**config.mk**
```make
export PLATFORM = sky130hd
export DESIGN_NAME = frame_buffer_port
export DESIGN_NICKNAME = d
export VERILOG_FILES = /design/src/rtl/frame_buffer_port.sv
export SDC_FILE = /design/constraint.sdc
export NUM_CORES = 1
export LEC_CHECK = 0
export ABC_AREA = 0
export CAP_MARGIN = 20
export CORE_UTILIZATION = 45
export DETAILED_ROUTE_END_ITERATION = 7
export GPL_TIMING_DRIVEN = 1
export HOLD_SLACK_MARGIN = 0.12
export MAX_ROUTING_LAYER = met4
export PLACE_DENSITY = 0.8
export REMOVE_ABC_BUFFERS = 1
export SLEW_MARGIN = 20
export SYNTH_ARGS = -nofsm -noshare
export SYNTH_HDL_FRONTEND = slang
export SYNTH_SLANG_ARGS = --single-unit
```
**constraint.sdc**
```tcl
create_clock -name clk -period 2.8 [get_ports clk]
set_input_delay 0.56 -clock clk [delete_from_list [all_inputs] [get_ports clk]]
set_output_delay 0.56 -clock clk [all_outputs]
set_load 0.02 [all_outputs]
```
**src/rtl/frame_buffer_port.sv**
```systemverilog
// ---------------------------------------------------------------------------
// frame_buffer_port
//
// Memory-side responder for the alpha blender's pixel interface. Per-pixel
// read/write requests are queued in a small command FIFO and replayed as
// 32-bit word transactions on an Avalon-MM-style master. The block also owns
// double buffering: an end-of-frame pulse drains outstanding traffic, swaps
// front and back buffers and then re-grants frame_ready.
//
// Ports
//   clk, reset            system clock, asynchronous active-high reset
//   pixel_number          pixel index of the request (19 bits)
//   read, write           request strobes, at most one request per cycle
//   write_r/g/b           colour for write requests
//   read_r/g/b            returned colour, valid with read_valid
//   read_valid            one-cycle read return pulse
//   cmd_full              FIFO full; the requester must not strobe
//   o_frame_ready         blender end-of-frame pulse
//   frame_ready           back buffer writable, a new frame may start
//   front_base            byte base address of the displayed buffer
//   proto_err             sticky protocol-violation flag
//   avm_*                 Avalon-MM master towards the frame memory
// ---------------------------------------------------------------------------
module frame_buffer_port #(
    parameter int unsigned PIXELS     = 307200,
    parameter logic [31:0] BUF0_BASE  = 32'h0000_0000,
    parameter logic [31:0] BUF1_BASE  = 32'h0012_C000,
    parameter int unsigned FIFO_DEPTH = 4
) (
    input  logic        clk,
    input  logic        reset,
    input  logic [18:0] pixel_number,
    input  logic        read,
    input  logic        write,
    input  logic [7:0]  write_r,
    input  logic [7:0]  write_g,
    input  logic [7:0]  write_b,
    output logic [7:0]  read_r,
    output logic [7:0]  read_g,
    output logic [7:0]  read_b,
    output logic        read_valid,
    output logic        cmd_full,
    input  logic        o_frame_ready,
    output logic        frame_ready,
    output logic [31:0] front_base,
    output logic        proto_err,
    output logic [31:0] avm_address,
    output logic        avm_read,
    output logic        avm_write,
    output logic [31:0] avm_writedata,
    input  logic [31:0] avm_readdata,
    input  logic        avm_readdatavalid,
    input  logic        avm_waitrequest
);

    localparam int PTR_W = (FIFO_DEPTH > 1) ? $clog2(FIFO_DEPTH) : 1;
    localparam int CNT_W = PTR_W + 1;
    localparam logic [CNT_W-1:0] FULL_CNT = CNT_W'(FIFO_DEPTH);

    typedef struct packed {
        logic        is_write;
        logic        in_range;
        logic [31:0] addr;
        logic [23:0] rgb;
    } cmd_t;

    typedef enum logic [1:0] {
        ST_RUN,
        ST_DRAIN,
        ST_SWAP
    } state_t;

    // -----------------------------------------------------------------------
    // State
    // -----------------------------------------------------------------------
    cmd_t             fifo_mem [FIFO_DEPTH];
    logic [PTR_W-1:0] wr_ptr;
    logic [PTR_W-1:0] rd_ptr;
    logic [CNT_W-1:0] count;
    logic [CNT_W-1:0] count_next;
    logic             rd_pending;   // one bus read issued, data not yet back
    logic             sel;          // 0: front=BUF0/back=BUF1, 1: reversed
    state_t           state;
    state_t           state_next;

    // -----------------------------------------------------------------------
    // Request side
    // -----------------------------------------------------------------------
    logic        strobe;
    logic        enq;
    logic [31:0] back_base;
    cmd_t        new_cmd;

    assign strobe    = read | write;
    assign enq       = strobe && (state == ST_RUN) && !cmd_full;
    assign back_base = sel ? BUF0_BASE : BUF1_BASE;

    // A simultaneous read+write is queued as the write; the read is dropped.
    always_comb begin
        new_cmd          = '0;
        new_cmd.is_write = write;
        new_cmd.in_range = (32'(pixel_number) < PIXELS);
        new_cmd.addr     = back_base + {11'b0, pixel_number, 2'b00};
        new_cmd.rgb      = {write_r, write_g, write_b};
    end

    // -----------------------------------------------------------------------
    // Issue side: the bus command is taken straight from the FIFO head, so it
    // is stable for as long as waitrequest keeps the head from popping.
    // -----------------------------------------------------------------------
    cmd_t head;
    logic fifo_empty;
    logic head_ready;
    logic cmd_valid;
    logic pop;
    logic pop_oor;
    logic pop_rd;

    assign head       = fifo_mem[rd_ptr];
    assign fifo_empty = (count == '0);
    assign head_ready = !fifo_empty && !rd_pending;
    assign cmd_valid  = head_ready && head.in_range;
    // Out-of-range entries retire immediately without touching the bus.
    assign pop        = head_ready && (!head.in_range || !avm_waitrequest);
    assign pop_oor    = pop && !head.in_range;
    assign pop_rd     = pop && head.in_range && !head.is_write;

    assign avm_read      = cmd_valid && !head.is_write;
    assign avm_write     = cmd_valid && head.is_write;
    assign avm_address   = cmd_valid ? head.addr : 32'h0;
    assign avm_writedata = (cmd_valid && head.is_write) ? {8'h00, head.rgb} : 32'h0;

    // -----------------------------------------------------------------------
    // Command FIFO
    // -----------------------------------------------------------------------
    always_comb begin
        count_next = count;
        unique case ({enq, pop})
            2'b10:   count_next = count + 1'b1;
            2'b01:   count_next = count - 1'b1;
            default: count_next = count;
        endcase
    end

    // NOTE: sequential state uses non-blocking assignments only, so every
    // flop samples the pre-edge value of every other flop.
    always_ff @(posedge clk or posedge reset) begin
        if (reset) begin
            wr_ptr   <= '0;
            rd_ptr   <= '0;
            count    <= '0;
            cmd_full <= 1'b0;
        end else begin
            if (enq) wr_ptr <= wr_ptr + 1'b1;
            if (pop) rd_ptr <= rd_ptr + 1'b1;
            count    <= count_next;
            cmd_full <= (count_next == FULL_CNT);
        end
    end

    // NOTE: the storage array is deliberately not reset; an entry is only
    // ever read after it has been written, and count gates every use.
    always_ff @(posedge clk) begin
        if (enq) fifo_mem[wr_ptr] <= new_cmd;
    end

    // -----------------------------------------------------------------------
    // Read tracking and return
    // -----------------------------------------------------------------------
    logic rd_return;
    logic unused_rdata_hi;

    // readdatavalid is only honoured while a read is actually outstanding,
    // which also discards a slave's late response after a reset.
    assign rd_return       = rd_pending && avm_readdatavalid;
    assign unused_rdata_hi = ^avm_readdata[31:24];

    always_ff @(posedge clk or posedge reset) begin
        if (reset) begin
            rd_pending <= 1'b0;
        end else if (pop_rd) begin
            rd_pending <= 1'b1;
        end else if (rd_return) begin
            rd_pending <= 1'b0;
        end
    end

    always_ff @(posedge clk or posedge reset) begin
        if (reset) begin
            read_valid <= 1'b0;
            read_r     <= 8'h00;
            read_g     <= 8'h00;
            read_b     <= 8'h00;
        end else begin
            read_valid <= rd_return || (pop_oor && !head.is_write);
            if (rd_return) begin
                read_r <= avm_readdata[23:16];
                read_g <= avm_readdata[15:8];
                read_b <= avm_readdata[7:0];
            end else if (pop_oor && !head.is_write) begin
                read_r <= 8'h00;
                read_g <= 8'h00;
                read_b <= 8'h00;
            end
        end
    end

    // -----------------------------------------------------------------------
    // Protocol error: both strobes at once, strobe while not accepting, or an
    // out-of-range command reaching the head of the FIFO.
    // -----------------------------------------------------------------------
    logic err_set;

    assign err_set = (read && write) || (strobe && !enq) || pop_oor;

    always_ff @(posedge clk or posedge reset) begin
        if (reset) begin
            proto_err <= 1'b0;
        end else if (err_set) begin
            proto_err <= 1'b1;
        end
    end

    // -----------------------------------------------------------------------
    // Frame FSM
    // -----------------------------------------------------------------------
    always_ff @(posedge clk or posedge reset) begin
        if (reset) begin
            state <= ST_RUN;
            sel   <= 1'b0;
        end else begin
            state <= state_next;
            if (state == ST_SWAP) sel <= ~sel;
        end
    end

    // NOTE: next-state defaults are assigned first so no path through the
    // case leaves state_next unassigned and infers a latch.
    always_comb begin
        state_next = state;
        unique case (state)
            ST_RUN:   if (o_frame_ready) state_next = ST_DRAIN;
            // The bus command is derived from the FIFO head, so an empty FIFO
            // with no read outstanding also means the bus is idle.
            ST_DRAIN: if (fifo_empty && !rd_pending) state_next = ST_SWAP;
            ST_SWAP:  state_next = ST_RUN;
            default:  state_next = ST_RUN;
        endcase
    end

    assign frame_ready = (state == ST_RUN);
    assign front_base  = sel ? BUF1_BASE : BUF0_BASE;

endmodule

```
==> summary.md <==
| Metric | Value |
|---|---|
| GRT Util Overall | `18.7%` |
| Antenna Nets Post-Route | `0` |
| Final Hold Viols | `0` |
| Clock period minus final worst setup slack | `between 2 and 3 ns` |
| Design area | `11900 um2` |
| CP required | `2.24 ns` |
| Congestion Overflow GR | `0` |
| Clock group share of total power | `roughly a quarter` |
| Ys flop type | `edfxtp_1` |
| Outcome | `finished clean` |
| Internal | `approximately 8.5 mW` |
| Sequential Power Share | `a little over a third` |
| Initial DRC count | `about 230` |
| Switch share | `about a third` |
| Synth top area share | `about three fifths` |
| FFs w/ async S/R, synth | `between 10% and 20%` |
| Metal2 WL | `9320 um` |
| Initial Util | `around 47%` |
| Layout net count | `~820` |
| IO Pins | `208` |
| Total power | `around 13 mW` |
| CTS tree | `done` |
| Max clock buf depth | `3` |
| Synthesized area | `9170 um2` |
| Netlist cell types | `37` |
| Top Layer Used | `met4` |
| First-pass DRT Iterations | `4` |
| Core area | `19700 um2` |
| Worst slew pin tran | `slightly below 0.8 ns` |
| Flop-to-flop setup slack | `0.13 ns` |
| Largest area contributor in the netlist | `edfxtp_1` |
| Total number of vias | `approximately 5000` |
| Clock-pin slew on the worst setup and hold paths | `approximately 0.06 ns` |
| Mean cell area of the mapped netlist | `between 15 and 20 um2` |
| Final count of negative-setup-slack endpoints | `0` |
| DR WL/cell | `18.2 um` |
| Fillers | `between 1000 and 1500` |
| Relative slew slack | `a little under half` |
| Most frequent cell after synthesis | `edfxtp_1` |
| Layout cells sized above 1 | `26.3%` |
| Die height | `145 um` |
| Pwr/cell area | `~1100 nW/um2` |
| Fin Hold WS | `between 0.3 and 0.4 ns` |
| Cells after synthesis | `~540` |
| Leakage power | `between 4 and 5 nW` |
| R2R Path Start | `rd_ptr[0]` |
| Post-route DRC | `0` |
| Synth-to-Final Area Change | `30.1%` |
| M1 WL | `a little under 8000 um` |
| Comb pwr share | `about two fifths` |
| HP Class | `in -> async` |
| Commonest cells in the netlist | `184 x edfxtp_1, 56 x nand2_1, 54 x buf_4` |
| Warnings from Yosys | `0` |
| Seq/Total Area, Yosys | `between 70% and 80%` |
| Vias in the first global route | `around 5300` |
| Antenna violations before repair | `0` |
| Max FO, Critical Path | `12` |
| Synth top area cells | `edfxtp_1 60%, mux4_2 11%, dfrtp_1 10%, buf_4 4.4%, nand2_1 2.3%` |
| FF+latch count, synth | `222` |
| Routability cong. | `0.770` |
| RSZ-0062 raised after global routing | `yes` |
| Maximum VDD drop | `approximately 0.00053 V` |
| Startpoint Class | `flip-flop` |
| Vias/cell | `around 5` |
| Post-synth EDFFs | `approximately 180` |
| Max Cap Viol | `0` |
| # hold bufs at CTS | `0` |
| Max Fclk | `between 300 and 400 MHz` |
| Sw Pwr | `4.05 mW` |
| Post-DP Area | `11100 um2` |
| CTS sink cnt | `222` |
| CP Capture Type | `output port` |
| First-pass GRT wire length | `around 28000 um` |
| DP HPWL | `11700 um` |
| Port bufs | `around 150` |
| H-tree levels | `1` |
| Met3 WL | `approximately 900 um` |
| Cell row count | `a little over 50` |
| Largest net degree at the start of global routing | `44` |
| Routed wire length | `18400 um` |
| Die Wd | `between 100 and 150 um` |
| Worst r2r dst | `cmd_full` |
| Worst R2R Path Depth | `9` |
| Worst skew pair latency | `about 0.5 ns` |
| CTS Buf Count | `23` |
| Arrival time worst endpoint | `about 2.2 ns` |
| Clock Skew | `~0.014 ns` |
| Period utilization | `around 100%` |
| Critical path class | `reg -> out` |
| Slew Viols, Final | `0` |
| CTS Root Cell | `clkbuf_16` |
| Die footprint | `around 21000 um2` |
[power by group through the flow]
stage	logic, mW	clock network, mW	registers (mW)
2_1_floorplan	2.36	0	4.85
3_3_place_gp	4.73	0	4.49
3_5_place_dp	4.83	0	4.54
4_1_cts	4.96	3.17	4.46
5_1_grt	5.41	3.29	4.50
6_report	5.03	3.09	4.45
[cell usage in the layout, fill, tap and decap left out, types with 2 or more instances in the layout]
cell type	Yosys	final
edfxtp_1	184	184
clkbuf_2	0	9
dfrtp_1	38	36
buf_6	0	10
and2_2	0	4
buf_2	6	15
fa_1	2	2
conb_1	1	48
inv_1	10	10
nor2b_2	0	7
nor2_1	7	6
and3_1	20	20
clkbuf_16	0	23
o21ai_0	25	25
clkdlybuf4s50_1	0	105
a21oi_1	2	2
clkinv_2	0	4
clkinvlp_4	0	2
mux4_2	46	46
nor4_4	2	2
nor2b_1	27	14
buf_16	0	3
buf_4	54	36
xor2_1	6	6
nand2_1	56	56
nor2b_4	0	6
ha_1	9	8
bufinv_16	0	4
buf_12	0	11
clkinv_1	0	5
xnor2_1	6	6
[repair_timing]
action,CTS,global route
resized for setup,177,59
gates cloned,3,0
endpoints found under the setup margin,46,45
buffers inserted,4,3
pin swaps,1,3
[final cells by class]
type | instances | area, um2 | area share (%)
tap | 265 | 332 | 2.78
clock inverter | 18 | 196 | 1.65
antenna | 1 | 2.50 | 0.0210
multi-input combinational | 277 | 2430 | 20.4
sequential | 222 | 6480 | 54.3
timing repair buffer | 190 | 1870 | 15.7
clock buffer | 24 | 579 | 4.86
inverter | 10 | 37.5 | 0.315
[worst max-delay path by stage]
stage	depth (start not counted)	slack, ns	end	start
finish	6	0.05	avm_writedata[0]	rd_ptr[0]
global route	6	-0.02	avm_writedata[0]	rd_ptr[0]
CTS	6	-0.08	avm_writedata[7]	rd_ptr[0]
detailed placement	9	0.02	cmd_full	rd_ptr[0]
global placement	9	0.12	cmd_full	rd_ptr[0]
floorplan	9	-1.59	cmd_full	rd_ptr[0]
[kinds of logic after synthesis]
family          synth area share, %
mux                            11.3
compound gates                 2.20
simple gates                   7.14
flops                          70.6
fa+ha+maj                      1.77
other cells                  0.0409
xor+xnor                       1.15
buf+inv                        5.77
[state kept, by name, summed over array words and instances (netlist names)]
name	flops
cmd_full	1
count	3
fifo_mem	184
proto_err	1
rd_pending	1
rd_ptr	2
read_b	8
read_g	8
read_r	8
read_valid	1
sel	1
state	2
wr_ptr	2
[critical path, stage by stage, from the launching register on]
cell and delay, ns:
dfrtp_4 0.51, buf_6 0.13, mux4_2 0.37, nand3_4 0.17
buf_16 0.21, nor2b_2 0.16, buf_6 0.14
[metrics by stage]
stage | std cells | setup TNS (ns) | util [%] | worst slack (ns)
detailed placement | 954 | 0 | 56.1 | 0.0181
global placement | 954 | 0 | 56.1 | 0.124
floorplan | 509 | -82.35 | - | -1.59
finish | 1007 | 0 | 60.5 | 0.0473
global route | 1006 | -0.0470 | 60.5 | -0.0161
CTS | 1003 | -0.0820 | 60.2 | -0.0773
[per-layer routing]
metal / GRT usage (%) / up-vias
met5: - / -
met4: 4.76 / 0
met3: 2.76 / 29
met2: 31.6 / 179
met1: 23.7 / 2520
li1: - / 2295
No activity file was read; power rests on OpenSTA's default activity.
